## config.mk

```make
export PLATFORM = sky130hd
export DESIGN_NAME = max_frame_ctrl
export DESIGN_NICKNAME = d
export VERILOG_FILES = /design/src/rtl/max_frame_ctrl.sv
export SDC_FILE = /design/constraint.sdc
export NUM_CORES = 1
export LEC_CHECK = 0
export BUFFER_PORTS_ARGS = -buffer_cell sky130_fd_sc_hd__buf_4
export CAP_MARGIN = 40
export CORE_ASPECT_RATIO = 1.25
export CORE_MARGIN = 2
export CORE_UTILIZATION = 54
export DETAILED_ROUTE_END_ITERATION = 16
export PLACE_DENSITY = 0.93
export SLEW_MARGIN = 10
export SYNTH_ARGS = -nofsm -noshare
export SYNTH_HDL_FRONTEND = slang
export SYNTH_SLANG_ARGS = --single-unit
```

## constraint.sdc

```tcl
create_clock -name clk -period 3.4 [get_ports clk]
set_input_delay 0.51 -clock clk [delete_from_list [all_inputs] [get_ports clk]]
set_output_delay 0.51 -clock clk [all_outputs]
set_load 0.005 [all_outputs]
```

## src/rtl/max_frame_ctrl.sv

```systemverilog
// Frame maximum sequencer: accepts FRAME_LEN samples over valid/ready, tracks the
// running maximum and the index of its first occurrence, then holds the result.
module max_frame_ctrl #(
  parameter int DATA_W    = 8,
  parameter int FRAME_LEN = 4,
  parameter int IDX_W     = 3
) (
  input  logic              clk,
  input  logic              rst_n,
  input  logic              start,
  input  logic              clr,
  input  logic              in_valid,
  output logic              in_ready,
  input  logic [DATA_W-1:0] in_data,
  output logic              out_valid,
  input  logic              out_ready,
  output logic [DATA_W-1:0] out_max,
  output logic [IDX_W-1:0]  out_idx,
  output logic              busy
);

  typedef enum logic [1:0] {
    IDLE  = 2'd0,
    ACCUM = 2'd1,
    HOLD  = 2'd2
  } state_t;

  localparam logic [IDX_W-1:0] LAST_IDX = IDX_W'(FRAME_LEN - 1);

  state_t              state_r, state_n;
  logic [IDX_W-1:0]    cnt_r, cnt_n;
  logic [DATA_W-1:0]   max_r, max_n;
  logic [IDX_W-1:0]    idx_r, idx_n;

  always_ff @(posedge clk or negedge rst_n) begin
    if (!rst_n) begin
      state_r <= IDLE;
      cnt_r   <= '0;
      max_r   <= '0;
      idx_r   <= '0;
    end else begin
      state_r <= state_n;
      cnt_r   <= cnt_n;
      max_r   <= max_n;
      idx_r   <= idx_n;
    end
  end

  // clr wins over everything but leaves the last result visible
  always_comb begin
    state_n = state_r;
    cnt_n   = cnt_r;
    max_n   = max_r;
    idx_n   = idx_r;
    if (clr) begin
      state_n = IDLE;
      cnt_n   = '0;
    end else begin
      case (state_r)
        IDLE: begin
          if (start) begin
            state_n = ACCUM;
            cnt_n   = '0;
          end
        end
        ACCUM: begin
          if (in_valid) begin
            // strict compare keeps the earliest index on ties
            if (cnt_r == '0 || in_data > max_r) begin
              max_n = in_data;
              idx_n = cnt_r;
            end
            if (cnt_r == LAST_IDX) begin
              state_n = HOLD;
              cnt_n   = '0;
            end else begin
              cnt_n = cnt_r + IDX_W'(1);
            end
          end
        end
        HOLD: begin
          if (out_ready) state_n = IDLE;
        end
        default: begin
          state_n = IDLE;
          cnt_n   = '0;
        end
      endcase
    end
  end

  assign in_ready  = (state_r == ACCUM);
  assign out_valid = (state_r == HOLD);
  assign busy      = (state_r == ACCUM) || (state_r == HOLD);
  assign out_max   = max_r;
  assign out_idx   = idx_r;

endmodule

```

Word level (Yosys, flattened, before mapping)
Index checks and enable logic that the tools add are counted.
W data, S select, Z words.
{"block": "totals", "reg_bits": 16, "in_bits": 14, "out_inout_bits": 14, "elab_cells": 33}
{"block": "op_classes", "addsub": 1, "n_lt_le_gt_ge": 1, "eq_ne": 8, "n_mux": 11, "bitwise": 1, "reduce_logical": 7}
{"cell": "$mux W3", "n": 4}
{"cell": "$mux W2", "n": 5}
{"cell": "$pmux W3 S3", "n": 1}
{"cell": "$gt A8 B8 Y1", "n": 1}
{"cell": "$reduce_and A4 Y1", "n": 2}
{"cell": "$ne A3 B2 Y1 const B", "n": 2}
{"cell": "$ne A3 B3 Y1 const B", "n": 2}
{"cell": "$pmux W2 S3", "n": 1}
{"cell": "$add A3 B1 Y3 const B", "n": 1}
{"cell": "$eq A3 B2 Y1 const B", "n": 1}
{"cell": "$logic_not A3 Y1", "n": 1}
{"cell": "$reduce_and A3 Y1", "n": 1}
{"cell": "$eq A2 B1 Y1 const B", "n": 1}
{"cell": "$eq A2 B2 Y1 const B", "n": 1}
{"cell": "$logic_not A2 Y1", "n": 1}
{"cell": "$logic_or A1 B1 Y1", "n": 2}
{"cell": "$ne A2 B2 Y1 const B", "n": 1}
{"cell": "$not A1 Y1", "n": 1}

Depth between registers and ports, before layout
{"block": "depth", "ltp_word": 5, "ltp_mapped": 7, "ltp_nobuf": 7}

Least setup slack after synthesis
No wires, ideal clock.
{"block": "synth_path", "kind": "input to register", "start": "input port in_data[7]", "end": "register idx_r[0] (netlist: out_idx[0])", "setup_ns": 0.125, "arrival_ns": 1.847, "slack_ns": 1.429, "path_stages": 6, "path_buffers": 0, "path_cell_list": "ha_1 a21oi_1 o21ai_0 nand2b_1 o21ai_4 mux2_2"}
{"block": "synth_between", "elab_chain_cells": 3}
{"element": "from (decl)", "line": "14", "source": "input logic [DATA_W-1:0] in_data,"}
{"element": "$gt A8 B8 Y1", "line": "69", "source": "if (cnt_r == '0 || in_data > max_r) begin"}
{"element": "$logic_or A1 B1 Y1", "line": "69"}
{"element": "$reduce_and A4 Y1 (no source line)"}
{"element": "to (signal assigned)", "line": "45", "source": "idx_r <= idx_n;"}
{"element": "to (decl)", "line": "33", "source": "logic [IDX_W-1:0] idx_r, idx_n;"}
Every way passes these cells.
A chain may end at the register's enable or synchronous reset.

Worst setup path after layout
{"block": "layout_path", "start": "register max_r[7] (netlist: out_max[7])", "end": "register max_r[6] (netlist: out_max[6])"}
{"block": "layout_between", "elab_chain_cells": 3}
{"element": "from (decl)", "line": "32", "source": "logic [DATA_W-1:0] max_r, max_n;"}
{"element": "from (signal assigned)", "line": "44", "source": "max_r <= max_n;"}
{"element": "$gt A8 B8 Y1", "line": "69"}
{"element": "$logic_or A1 B1 Y1", "line": "69"}
{"element": "$reduce_and A4 Y1 (no source line)"}
Every way passes these cells.

==> impl_results.md <==
* Synth Area in XOR/XNOR at 0%
* Total number of vias at 799
* P_leak at 0.663 nW
* GRT Residual Overflow at 0
* WP data arrival at 2.27 ns
* CP Class: flip-flop to flip-flop
* Final wirelength at 1820 um
* Hold buffers post-CTS at 0
* Setup_tns at 0 ns
* Mux contribution to synthesized area at 15.6%
* FF-to-FF path depth at 7
* Met1 usage at 22.0%
* CP required at 3.58 ns
* Crit share post-route at 61.3%
* Iter 0 DRT Violations at 2
* Top fanout value on the critical path at 10
* Die H at 52.0 um
* Root buf cell: clkbuf_4
* Maxcap violations at 0
* Area fraction in compound gates after synthesis at 11.0%
* Worst-Skew Late Latency at 0.29 ns
* Die X-Extent at 42.4 um
* Setup ws final at 1.32 ns
* DRC violations left at 0
* Syn Std Cell Area at 997 sq um
* Layout cells sized above 1 at 35.4%
* GR peak layer: met2
* Cell area after layout at 0.00126 sq mm
* Wire length of the first global-routing pass at 3340 um
* Initial core utilization at 57.2%
* CP Launch Type: flip-flop
* Pre-CTS setup slack at 1.08 ns
* Antenna cells at 0
* CTS Buffer Depth at 2
* Slowest cell on crit path: mux2_2
* Area Growth Syn to Fin at 26.3%
* Final Critical Period at 2.08 ns
* Fin. Hold Viols at 0
* Max-slew violation count at 0
* Die area at 0.00221 sq mm
* DR vias/cell at 5.47
* Status: finished clean
* FF-to-FF Start: out_max[7]$_DFFE_PN0P_
* Post-DRT Antenna Nets at 0
* Peak supply drop at 421 uV
* Endpoint type of the worst setup path: flip-flop
* Adder-cell share of the synthesized area at 17.6%
* Setup Viol. Count Final at 0
* Worst hold margin at 0.0608 ns
* Total CTS buffers at 3
* RSZ-0062 raised after global routing: no
* Critical Path Sink: out_max[6]$_DFFE_PN0P_
* Initial antenna violation count at 0
* Worst-path clk slew at 0.09 ns
* Avg Cell Area, Syn at 10.4 sq um
* # port buffers at 27
* FF+latch count, synth at 16
* GRT Overall Usage at 20.1%
* Pre-antenna DRT Iters at 4
* Clock sink count at 16
* Routability congestion estimate at 0.770
* WL/cell at 12.5 um
* Worst r2r dst: out_max[6]$_DFFE_PN0P_
* Post-synthesis sequential area ratio at 40.2%
* Post-synthesis simple-gate area fraction at 8.91%
* Main combinational cell family by area after synthesis: adder cells
* Setup Buffers After CTS at 0
* Pwr Density at 731 mW/mm^2
* Hold Path Class: primary input to async pin
* M2 GR Usage at 37.2%
* Max incr delay on CP at 0.39 ns
* Library cells used by synthesis at 19
* Worst Setup SP: out_max[7]$_DFFE_PN0P_
* CTS tree: yes
* Register-to-register path setup slack at 1.32 ns
* Final core utilization at 72.2%
* Worst Tran Pin Value at 0.357 ns
* H-tree depth at 1
* Met3 usage at 4.17%
* Nets at 156
* Vias in the first global route at 825
* Syn_nets at 124
* Post-DP Area at 0.00122 sq mm
* Num rows at 17
* YS warnings at 0
* CP Cell Sequence: inv_1 > ha_1 > a21oi_1 > o21ai_0 > nand2b_1 > o21ai_4 > mux2_2
* Detailed Place HPWL at 1530 um
* # IOs at 28
* Cells resized by post-CTS repair at 0
* Largest net degree at the start of global routing at 17
* Post-route clock skew at 0.00587 ns
* Max-slew headroom at 75.9%
* Core area at 0.00174 sq mm
* Mapped Cells at 96
* Fmax at 480 MHz
==> registers in the layout, indices dropped and copies added (netlist names) <==
name,cells
out_max,8
cnt_r,3
out_idx,3
state_r,2
==> layout make-up <==
class / count / area (sq um)
fill: 129 / 484
multi-input combinational: 62 / 529
timing repair buffer: 27 / 203
inverter: 18 / 67.6
clock buffer: 4 / 36.3
tap: 19 / 23.8
sequential: 16 / 400
==> report_power, final <==
group	internal, mW	switching, mW	total (mW)
combinational	0.261	0.214	0.475
clock	0.0653	0.0596	0.125
sequential	0.265	0.0562	0.321
==> routing by layer <==
layer	share of wire (%)	vias to the layer above	routed length, um
li1	-	392	-
met1	40	379	732
met2	53	25	963
met3	5.3	3	96
met4	1.5	0	27
met5	0	-	0
==> through the flow <==
step / power, mW / instances
floorplan: 0.599 / 96
global placement: 0.772 / 142
detailed placement: 0.805 / 142
CTS: 0.932 / 146
global route: 1.01 / 146
finish: 0.921 / 146
==> synth_stat cells <==
cell type | n | area share (%)
a21oi_1 | 6 | 3.0
dfrtp_1 | 16 | 40
o221a_2 | 1 | 1.1
a221oi_1 | 1 | 0.88
mux2i_1 | 2 | 2.0
ha_1 | 14 | 18
o21ai_4 | 1 | 1.6
o22ai_1 | 1 | 0.63
nor2b_1 | 2 | 1.3
nor3_1 | 1 | 0.50
nor2_1 | 7 | 2.6
o21ai_0 | 3 | 1.5
o211ai_1 | 1 | 0.75
nand2b_1 | 4 | 2.5
mux2_2 | 12 | 14
nand4_1 | 2 | 1.3
o21a_1 | 2 | 1.5
inv_1 | 18 | 6.8
nand2_1 | 2 | 0.75
==> worst min path at each step <==
| stage | startpoint | to | slack (ns) | depth (start not counted) |
|---|---|---|---|---|
| finish | rst_n | out_max[6]$_DFFE_PN0P_ | 0.06 | 1 |
| global route | rst_n | out_max[6]$_DFFE_PN0P_ | 0.06 | 1 |
| global placement | rst_n | out_max[7]$_DFFE_PN0P_ | 0.38 | 1 |
| floorplan | rst_n | cnt_r[0]$_DFFE_PN0P_ | 0.21 | 0 |
| detailed placement | rst_n | out_idx[1]$_DFFE_PN0P_ | 0.38 | 1 |
| CTS | rst_n | out_max[5]$_DFFE_PN0P_ | 0.06 | 1 |
==> logic make-up after synthesis <==
logic type / after synthesis
flip-flops: 16
adder cells (fa/ha/maj): 14
buffers and inverters: 18
AO/OA/AOI/OAI: 16
multiplexers: 14
AND/OR/NAND/NOR: 18
==> critical path, delay by kind of cell (launching register included) <==
kind	cells	cell delay, ns
flops	1	0.37
mux	1	0.39
simple gates	1	0.22
compound gates	3	0.65
fa+ha+maj	1	0.31
buf+inv	1	0.05
==> placed cells by master (no fill, tap or decap) <==
cell	synthesis	routed
a21oi_1	6	6
a221oi_1	1	1
buf_4	0	27
clkbuf_4	0	3
clkbuf_8	0	1
dfrtp_1	16	16
ha_1	14	14
inv_1	18	18
mux2_2	12	12
mux2i_1	2	2
nand2_1	2	2
nand2b_1	4	4
nand4_1	2	2
nor2_1	7	7
nor2b_1	2	2
nor3_1	1	1
o211ai_1	1	1
o21a_1	2	2
o21ai_0	3	3
o21ai_4	1	1
o221a_2	1	1
o22ai_1	1	1
Note: power is estimated with default switching activity, not from simulation.
